===== config.mk =====
export PLATFORM = sky130hd
export DESIGN_NAME = sar_search_flat
export DESIGN_NICKNAME = d
export VERILOG_FILES = /design/src/rtl/sar_pkg.sv /design/src/rtl/sar_search_if.sv /design/src/rtl/sar_search.sv /design/src/flat_wrapper.sv
export SDC_FILE = /design/constraint.sdc
export NUM_CORES = 1
export LEC_CHECK = 0
export CAP_MARGIN = 20
export CELL_PAD_IN_SITES_DETAIL_PLACEMENT = 1
export CELL_PAD_IN_SITES_GLOBAL_PLACEMENT = 1
export CORE_MARGIN = 2
export CORE_UTILIZATION = 28
export DETAILED_ROUTE_END_ITERATION = 8
export MAX_ROUTING_LAYER = met4
export PLACE_DENSITY = 0.59
export RECOVER_POWER = 25
export SKIP_LAST_GASP = 1
export SLEW_MARGIN = 5
export SYNTH_ARGS = -nofsm -noshare
export SYNTH_HDL_FRONTEND = slang
export SYNTH_SLANG_ARGS = --single-unit

===== constraint.sdc =====
create_clock -name clk -period 4.21 [get_ports clk]
set_clock_uncertainty 0.1 [all_clocks]
set_input_delay 0.842 -clock clk [delete_from_list [all_inputs] [get_ports clk]]
set_output_delay 0.842 -clock clk [all_outputs]
set_load 0.1 [all_outputs]

===== src/rtl/sar_pkg.sv =====
// Shared state encoding, default width and small helpers for the
// successive-approximation search block.
package sar_pkg;

    localparam int unsigned N_DEFAULT = 8;

    typedef enum logic [1:0] {
        IDLE   = 2'd0,
        PROBE  = 2'd1,
        VERIFY = 2'd2,
        DONE   = 2'd3
    } state_t;

    // Width of the bit-index counter; a 1-bit search still needs one index bit.
    function automatic int unsigned idx_width(input int unsigned n);
        return (n > 1) ? $clog2(n) : 1;
    endfunction

endpackage


===== src/rtl/sar_search_if.sv =====
// Handshake and comparator bundle between the search initiator (slave side)
// and its environment: start request, comparator flags, probe and result.
interface sar_search_if
    import sar_pkg::*;
#(
    parameter int unsigned N = N_DEFAULT
);
    logic         start;
    logic         EQ;
    logic         LT;
    logic [N-1:0] probe;
    logic         busy;
    logic         done;
    logic [N-1:0] result;
    logic         found;

    // Environment: issues start and returns comparator flags for the probe.
    modport master (
        output start, EQ, LT,
        input  probe, busy, done, result, found
    );

    // Search initiator.
    modport slave (
        input  start, EQ, LT,
        output probe, busy, done, result, found
    );
endinterface


===== src/rtl/sar_search.sv =====
// Successive-approximation initiator: walks a probe MSB-first against an
// external comparator and reports the located value with an EQ confirmation.
module sar_search
    import sar_pkg::*;
#(
    parameter int unsigned N = N_DEFAULT
) (
    input  logic         clk,
    input  logic         rst,
    sar_search_if.slave  bus
);

    localparam int unsigned    IW      = idx_width(N);
    localparam logic [N-1:0]   ONE     = N'(1);
    localparam logic [N-1:0]   TOP     = ONE << (N - 1);
    localparam logic [IW-1:0]  IDX_TOP = IW'(N - 1);

    state_t        state_q, state_d;
    logic [IW-1:0] idx_q, idx_d;
    logic [N-1:0]  trial_q, trial_d;
    logic [N-1:0]  probe_q, probe_d;
    logic [N-1:0]  result_q, result_d;
    logic          found_q, found_d;
    logic          busy_q, busy_d;
    logic          done_q, done_d;
    logic [N-1:0]  cand;
    logic [N-1:0]  kept;

    always_ff @(posedge clk or negedge rst) begin
        if (!rst) begin
            state_q  <= IDLE;
            idx_q    <= IDX_TOP;
            trial_q  <= '0;
            probe_q  <= '0;
            result_q <= '0;
            found_q  <= 1'b0;
            busy_q   <= 1'b0;
            done_q   <= 1'b0;
        end else begin
            state_q  <= state_d;
            idx_q    <= idx_d;
            trial_q  <= trial_d;
            probe_q  <= probe_d;
            result_q <= result_d;
            found_q  <= found_d;
            busy_q   <= busy_d;
            done_q   <= done_d;
        end
    end

    always_comb begin
        state_d  = state_q;
        idx_d    = idx_q;
        trial_d  = trial_q;
        probe_d  = probe_q;
        result_d = result_q;
        found_d  = found_q;
        cand     = trial_q | (ONE << idx_q);
        // LT means the candidate bit still undershoots the target, so keep it.
        kept     = bus.LT ? cand : trial_q;

        unique case (state_q)
            IDLE: begin
                probe_d = '0;
                if (bus.start) begin
                    state_d  = PROBE;
                    idx_d    = IDX_TOP;
                    trial_d  = '0;
                    probe_d  = TOP;
                    result_d = '0;
                    found_d  = 1'b0;
                end
            end
            PROBE: begin
                if (bus.EQ) begin
                    result_d = cand;
                    found_d  = 1'b1;
                    probe_d  = '0;
                    state_d  = DONE;
                end else begin
                    trial_d = kept;
                    if (idx_q == '0) begin
                        probe_d = kept;
                        state_d = VERIFY;
                    end else begin
                        idx_d   = idx_q - IW'(1);
                        probe_d = kept | (ONE << (idx_q - IW'(1)));
                    end
                end
            end
            VERIFY: begin
                result_d = trial_q;
                found_d  = bus.EQ;
                probe_d  = '0;
                state_d  = DONE;
            end
            DONE: begin
                probe_d = '0;
                idx_d   = IDX_TOP;
                trial_d = '0;
                state_d = IDLE;
            end
            default: begin
                probe_d = '0;
                state_d = IDLE;
            end
        endcase

        // Flags are registered from the next state so they line up with it.
        busy_d = (state_d == PROBE) || (state_d == VERIFY);
        done_d = (state_d == DONE);
    end

    assign bus.probe  = probe_q;
    assign bus.busy   = busy_q;
    assign bus.done   = done_q;
    assign bus.result = result_q;
    assign bus.found  = found_q;

endmodule


===== src/flat_wrapper.sv =====
// flat-port wrapper written by rule: the top's interface ports become plain ports
module sar_search_flat import sar_pkg::*;
#(
    parameter int unsigned N = N_DEFAULT
)
  (clk, rst, bus_start, bus_EQ, bus_LT, bus_probe, bus_busy, bus_done, bus_result, bus_found);
  sar_search_if #(.N(N)) bus_i ();
  input  logic clk;
  input  logic rst;
  input wire logic [$bits(bus_i.start)-1:0] bus_start;
  input wire logic [$bits(bus_i.EQ)-1:0] bus_EQ;
  input wire logic [$bits(bus_i.LT)-1:0] bus_LT;
  output wire logic [$bits(bus_i.probe)-1:0] bus_probe;
  output wire logic [$bits(bus_i.busy)-1:0] bus_busy;
  output wire logic [$bits(bus_i.done)-1:0] bus_done;
  output wire logic [$bits(bus_i.result)-1:0] bus_result;
  output wire logic [$bits(bus_i.found)-1:0] bus_found;
  assign bus_i.start = bus_start;
  assign bus_i.EQ = bus_EQ;
  assign bus_i.LT = bus_LT;
  assign bus_probe = bus_i.probe;
  assign bus_busy = bus_i.busy;
  assign bus_done = bus_i.done;
  assign bus_result = bus_i.result;
  assign bus_found = bus_i.found;
  sar_search #(.N(N)) u_core (.clk(clk), .rst(rst), .bus(bus_i));
endmodule

==> impl_metrics.yaml, run 1 <==
die:
  io_pins: 24
  core_area_um2: 6310
  die_area_um2: 7120
  die_x_um: 84.4
  die_h_um: 84.4
  rows: 29
  start_util_pct: 28.6
pwr:
  p_per_area_nw_per_um2: 687
  switching_share_pct: 50.6
  p_seq_share_pct: 29.3
  power_switching_mw: 0.744
  power_mw: 1.47
  clkPwrFrac_pct: 15.4
  leakage_nw: 0.860
  combPwrFrac_pct: 55.3
  ir_worst_vdd_uv: 320
  p_int_mw: 0.726
setup_path:
  cp_top_family: "buffers and inverters"
  crit_path_end_kind: "output pin"
  reg2regPathDepth: 5
  r2r_end: "u_core.bus.found"
  crit_required_ps: 3270
  worst_ep_arrival_time_ps: 1820
  worstPathCellList: "clkdlybuf4s50_1"
  cpMaxStageDelayCell: "clkdlybuf4s50_1"
  cp_num_buf_inv: 1
  crit_type: "flop to output pin"
  crit_path_start_kind: "flop"
  crit_path_max_fanout: 2
  ff2ff_setup_slack_ps: 1860
  r2r_start: "u_core.state_q[1]"
  critPathMaxStageDelay_ps: 1150
layout:
  drive_gt1_share_pct: 10.2
  stdcell_area_um2: 2140
  finish.net_count: 204
  layout_commonest_cell: "dfrtp_1"
  n_antenna_cell: 0
  fin_cells: 264
  area_growth_pct: 18.3
  final_cell_mix: "29 x dfrtp_1, 22 x clkdlybuf4s50_1, 13 x a21oi_1"
clock_tree:
  cts_buffers: 5
  h-tree-depth: 2
  cts_tree: "yes"
  numClockSinks: 32
  cts_root_buf: "clkbuf_8"
  clock_latency_ps: 280
  cts_resized: 0
  cts_buffer_depth: 2
  cts.reportedPaths.clkPinSlew_ps: 70
  cts_setup_buffers: 0
  cts_hold_buf: 0
logic_synthesis:
  synth-edff-count: 0
  synth_cell_types: 46
  syn_inst: 170
  yosysTopAreaCell: "dfrtp_1"
  syn_area_um2: 1810
  synthesis.nets: 187
  ys.flop_type: "dfrtp_1"
  async_reset_ff_share_pct: 100
  synth_warnings: 0
  synth_area_leaders: "dfrtp_1 40%, ha_1 8.3%, o2bb2ai_2 5.0%"
  synth-seq-area-share_pct: 44.5
  synth_seq_cells: 32
  synth_top_area_share_pct: 40.1
  avgSynthCellArea_um2: 10.6
drt:
  avgViaCountPerCell: 5.36
  routedWlPerCell_um: 17.7
  routed_wl_um: 4670
  drtIter0Drc: 92
  final_antenna_net_count: 0
  route.vias.total: 1415
  dr.pass1.iters: 4
  drc: 0
sta:
  drv_slew: 33
  fmax_mhz: 362
  rsz0062_at_grt: "no"
  hold_violations: 0
  setup_ws_ps: 1440
  setup_tns_ps: 0
  setup_viol: 0
  period_needed_ps: 2770
  worst_slew_pin_slew_ps: 1790
  period_share_pct: 65.7
  max-slew-margin-rel_pct: -19.4
place:
  portBuffers: 23
  place.gp.congestion: 0.883
  place_inst: 257
  dpl_cell_area_um2: 2070
  dp_hpwl_um: 3380
  dp_slack_ps: 1240
global_route:
  grtUsageTotal_pct: 14.6
  grt_pass1_vias: 1514
  grt-ovfl-total: 0
  grt_pass1_wl_um: 8060
  antenna_found_initial: 0
  grt_max_degree: 33
worst_hold_path:
  holdCritStartpoint: "u_core.bus.result[0]"
  hold_depth: 1
  min_to: "u_core.bus.result[0]"
  hp-class: "flop to flop"
run_status:
  status: "complete, but fails checks"
  violations: "max-capacitance violations, max-slew violations"
flow_run:
  maxCapViolCount: 1
==> worst reg2reg max path, stage by stage, from the launching register on <==
cell	delay, ps
dfrtp_1	420
inv_1	130
ha_1	170
nor2b_1	590
or3_1	490
mux2_4	340
==> power groups by stage <==
stage / Combinational, mW / Clock (mW) / Sequential, mW
detailed placement: 0.817 / 0 / 0.436
global route: 0.892 / 0.243 / 0.441
floorplan: 0.467 / 0 / 0.604
finish: 0.813 / 0.226 / 0.431
global placement: 0.802 / 0 / 0.431
CTS: 0.818 / 0.232 / 0.432
==> flip-flops by register name, indices dropped and copies added, names as in the netlist <==
signal / flops
u_core.trial_q: 8
u_core.idx_q: 3
u_core.bus.done: 1
u_core.state_q: 2
u_core.bus.probe: 8
u_core.bus.found: 1
u_core.bus.busy: 1
u_core.bus.result: 8
==> cell families after synthesis <==
group                    synth area share (%)
AO/OA/AOI/OAI                            28.2
adder cells (fa/ha/maj)                  8.30
buffers and inverters                    5.67
flip-flops                               44.5
multiplexers                             1.94
AND/OR/NAND/NOR                          11.4
==> per-stage QoR <==
step                      util [%]  hold slack (ps)
after global placement        32.7              383
after floorplan                  -              372
after global routing          33.9              436
after detailed placement      32.7              385
after CTS                     33.9              407
final                         33.9              400
==> cell usage after synthesis, drive strengths merged, types with 2 or more instances <==
cell type and instances:
clkbuf 6, a211oi 2, dfrtp 29, o2bb2ai 16
o21ai 11, a32o 2, inv 7, mux2i 2
nor2 4, a21oi 14, nand2b 4, a31oi 9
or3 2, nor2b 7, buf 8, o211ai 3
dfstp 3, o22ai 3, nand2 6, ha 12
nand3 2
==> area by class of cell <==
class | instances | area (µm²)
Timing Repair Buffer | 24 | 234
Multi-Input combinational cell | 117 | 901
Clock buffer | 6 | 72.6
Tap cell | 77 | 96.3
Sequential cell | 32 | 805
Fill cell | 730 | 4170
Clock inverter | 1 | 5.00
Inverter | 7 | 26.3
==> metal layers <==
metal  up-vias  routed length (µm)  track usage [%]  part of all wire (%)
met5         -                   0                -                     0
met4         0                  46             3.46                  0.98
met3         5                 140             3.44                   3.0
met2        18                2290             22.3                    49
met1       729                2190             19.7                    47
li1        663                   -                -                     -
==> worst max-delay path by stage <==
stage,start,to,cells after the start
6_report,u_core.bus.result[6],bus_result[6],1
3_3_place_gp,bus_start,u_core.bus.found,4
5_1_grt,rst,u_core.bus.probe[5],2
3_5_place_dp,bus_start,u_core.bus.found,4
2_1_floorplan,bus_EQ,u_core.bus.found,5
4_1_cts,u_core.bus.result[1],bus_result[1],1
Note: power is estimated with default switching activity, not from simulation.
==> run 2: changes to the inputs <==
- PLACE_DENSITY: 0.59 -> 0.61
- clock period: 4.21 -> 2.3 ns (I/O delays scaled with it)
==> run 2 against run 1 <==
The run now ends clean. Routed wire length up 2.6%. Via count up 2.0%. Final area up 2.4%. Worst hold slack better by 7.7 ps. Clock-buffer cell count unchanged.
==> impl_metrics.yaml, run 2 (synthesis results as in run 1) <==
run_status:
  status: "finished clean"
layout:
  area_growth_pct: 21.2
  finish.utilization_pct: 34.7
  layout_commonest_cell: "buf_4"
  n_antenna_cell: 0
  fin_cells: 276
  drive_gt1_share_pct: 26.1
  final_cell_mix: "30 x buf_4, 29 x dfrtp_1, 13 x a21oi_1"
  finish.net_count: 215
  stdcell_area_um2: 2190
sta:
  period_share_pct: 89.7
  hold_slack_ps: 408
  period_needed_ps: 2060
  worst_slew_pin_slew_ps: 832
  setup_viol: 0
  hold_violations: 0
  drv_slew: 0
  max-slew-margin-rel_pct: 44.5
  fmax_mhz: 485
  rsz0062_at_grt: "no"
  setup_tns_ps: 0
  setup_ws_ps: 237
global_route:
  met3_usage_pct: 2.65
  grt_pass1_wl_um: 8140
  grt-ovfl-total: 0
  grt_max_degree: 33
  gr-max-usage-layer: "met2"
  antenna_found_initial: 0
  grtUsageTotal_pct: 14.7
  grt_pass1_vias: 1562
  grt_util_met2_pct: 24.2
  grt_use_met1_pct: 19.3
setup_path:
  crit_path_end_kind: "flop"
  r2r_start: "u_core.state_q[1]"
  reg2regPathDepth: 6
  crit_path_max_fanout: 9
  startpoint: "u_core.state_q[1]"
  crit_type: "flop to flop"
  worst_ep_arrival_time_ps: 2130
  ff2ff_setup_slack_ps: 240
  r2r_end: "u_core.bus.result[2]"
  crit_required_ps: 2370
  crit_path_start_kind: "flop"
clock_tree:
  cts_resized: 0
  cts_buffer_depth: 2
  cts_root_buf: "clkbuf_8"
  numClockSinks: 32
  cts.reportedPaths.clkPinSlew_ps: 70
  clock_latency_ps: 280
  h-tree-depth: 2
  cts_setup_buffers: 0
  cts_buffers: 5
  cts_tree: "yes"
  cts_hold_buf: 0
drt:
  final_antenna_net_count: 0
  avgViaCountPerCell: 5.23
  routedWlPerCell_um: 17.4
  drtIter0Drc: 89
  drc: 0
  dr.pass1.iters: 5
  route.vias.total: 1443
  routed_wl_um: 4790
worst_hold_path:
  holdCritStartpoint: "u_core.bus.result[7]"
  hold_depth: 1
  min_to: "u_core.bus.result[7]"
  hp-class: "flop to flop"
place:
  dp_slack_ps: 103
  place_inst: 268
  place.gp.congestion: 0.837
  dp_hpwl_um: 3480
  dpl_cell_area_um2: 2100
  portBuffers: 23
pwr:
  p_int_mw: 1.41
  p_seq_share_pct: 27.6
  power_switching_mw: 1.38
  combPwrFrac_pct: 56.4
  power_mw: 2.80
  switching_share_pct: 49.5
  clkPwrFrac_pct: 16.1
  p_per_area_nw_per_um2: 1280
  ir_worst_vdd_uv: 672
  leakage_nw: 0.963
die:
  die_h_um: 84.4
  die_area_um2: 7120
  core_area_um2: 6310
  rows: 29
  io_pins: 24
  die_x_um: 84.4
  start_util_pct: 28.6
flow_run:
  maxCapViolCount: 0
==> run 2: power groups by stage <==
| stage | sequential, mW | combinational (mW) | clock (mW) |
|---|---|---|---|
| 2_1_floorplan | 1.11 | 0.856 | 0 |
| 3_3_place_gp | 0.779 | 1.58 | 0 |
| 3_5_place_dp | 0.782 | 1.59 | 0 |
| 4_1_cts | 0.773 | 1.60 | 0.467 |
| 5_1_grt | 0.789 | 1.72 | 0.484 |
| 6_report | 0.771 | 1.58 | 0.450 |
==> run 2: how the worst max path moves through the flow <==
stage / end / slack (ps) / cells after the start
CTS: u_core.idx_q[0] / 200 / 6
finish: u_core.bus.result[2] / 240 / 6
global route: u_core.idx_q[1] / 70 / 6
detailed placement: u_core.idx_q[0] / 100 / 5
floorplan: u_core.bus.busy / 390 / 6
global placement: u_core.bus.probe[1] / 110 / 5
==> run 2: layout make-up <==
| cell class | count | area (µm²) |
|---|---|---|
| flip-flops and latches | 32 | 805 |
| multi-input cells | 117 | 901 |
| fillers | 738 | 4120 |
| repair buffers | 35 | 270 |
| well taps | 77 | 96.3 |
| clock buffers | 6 | 82.6 |
| inverters | 7 | 26.3 |
| clock inverters | 2 | 10.0 |
==> run 2: worst max-delay path, cell delays in order, from the launching register on <==
cell and delay [ps]:
dfrtp_1 410, inv_1 110, ha_1 310, nor2b_4 190
or3_1 420, buf_4 210, a32o_1 210
==> run 2: layer usage <==
| metal | part of all wire [%] | up-vias |
|---|---|---|
| li1 | - | 690 |
| met1 | 47 | 719 |
| met2 | 49 | 29 |
| met3 | 2.9 | 5 |
| met4 | 0.71 | 0 |
| met5 | 0 | - |
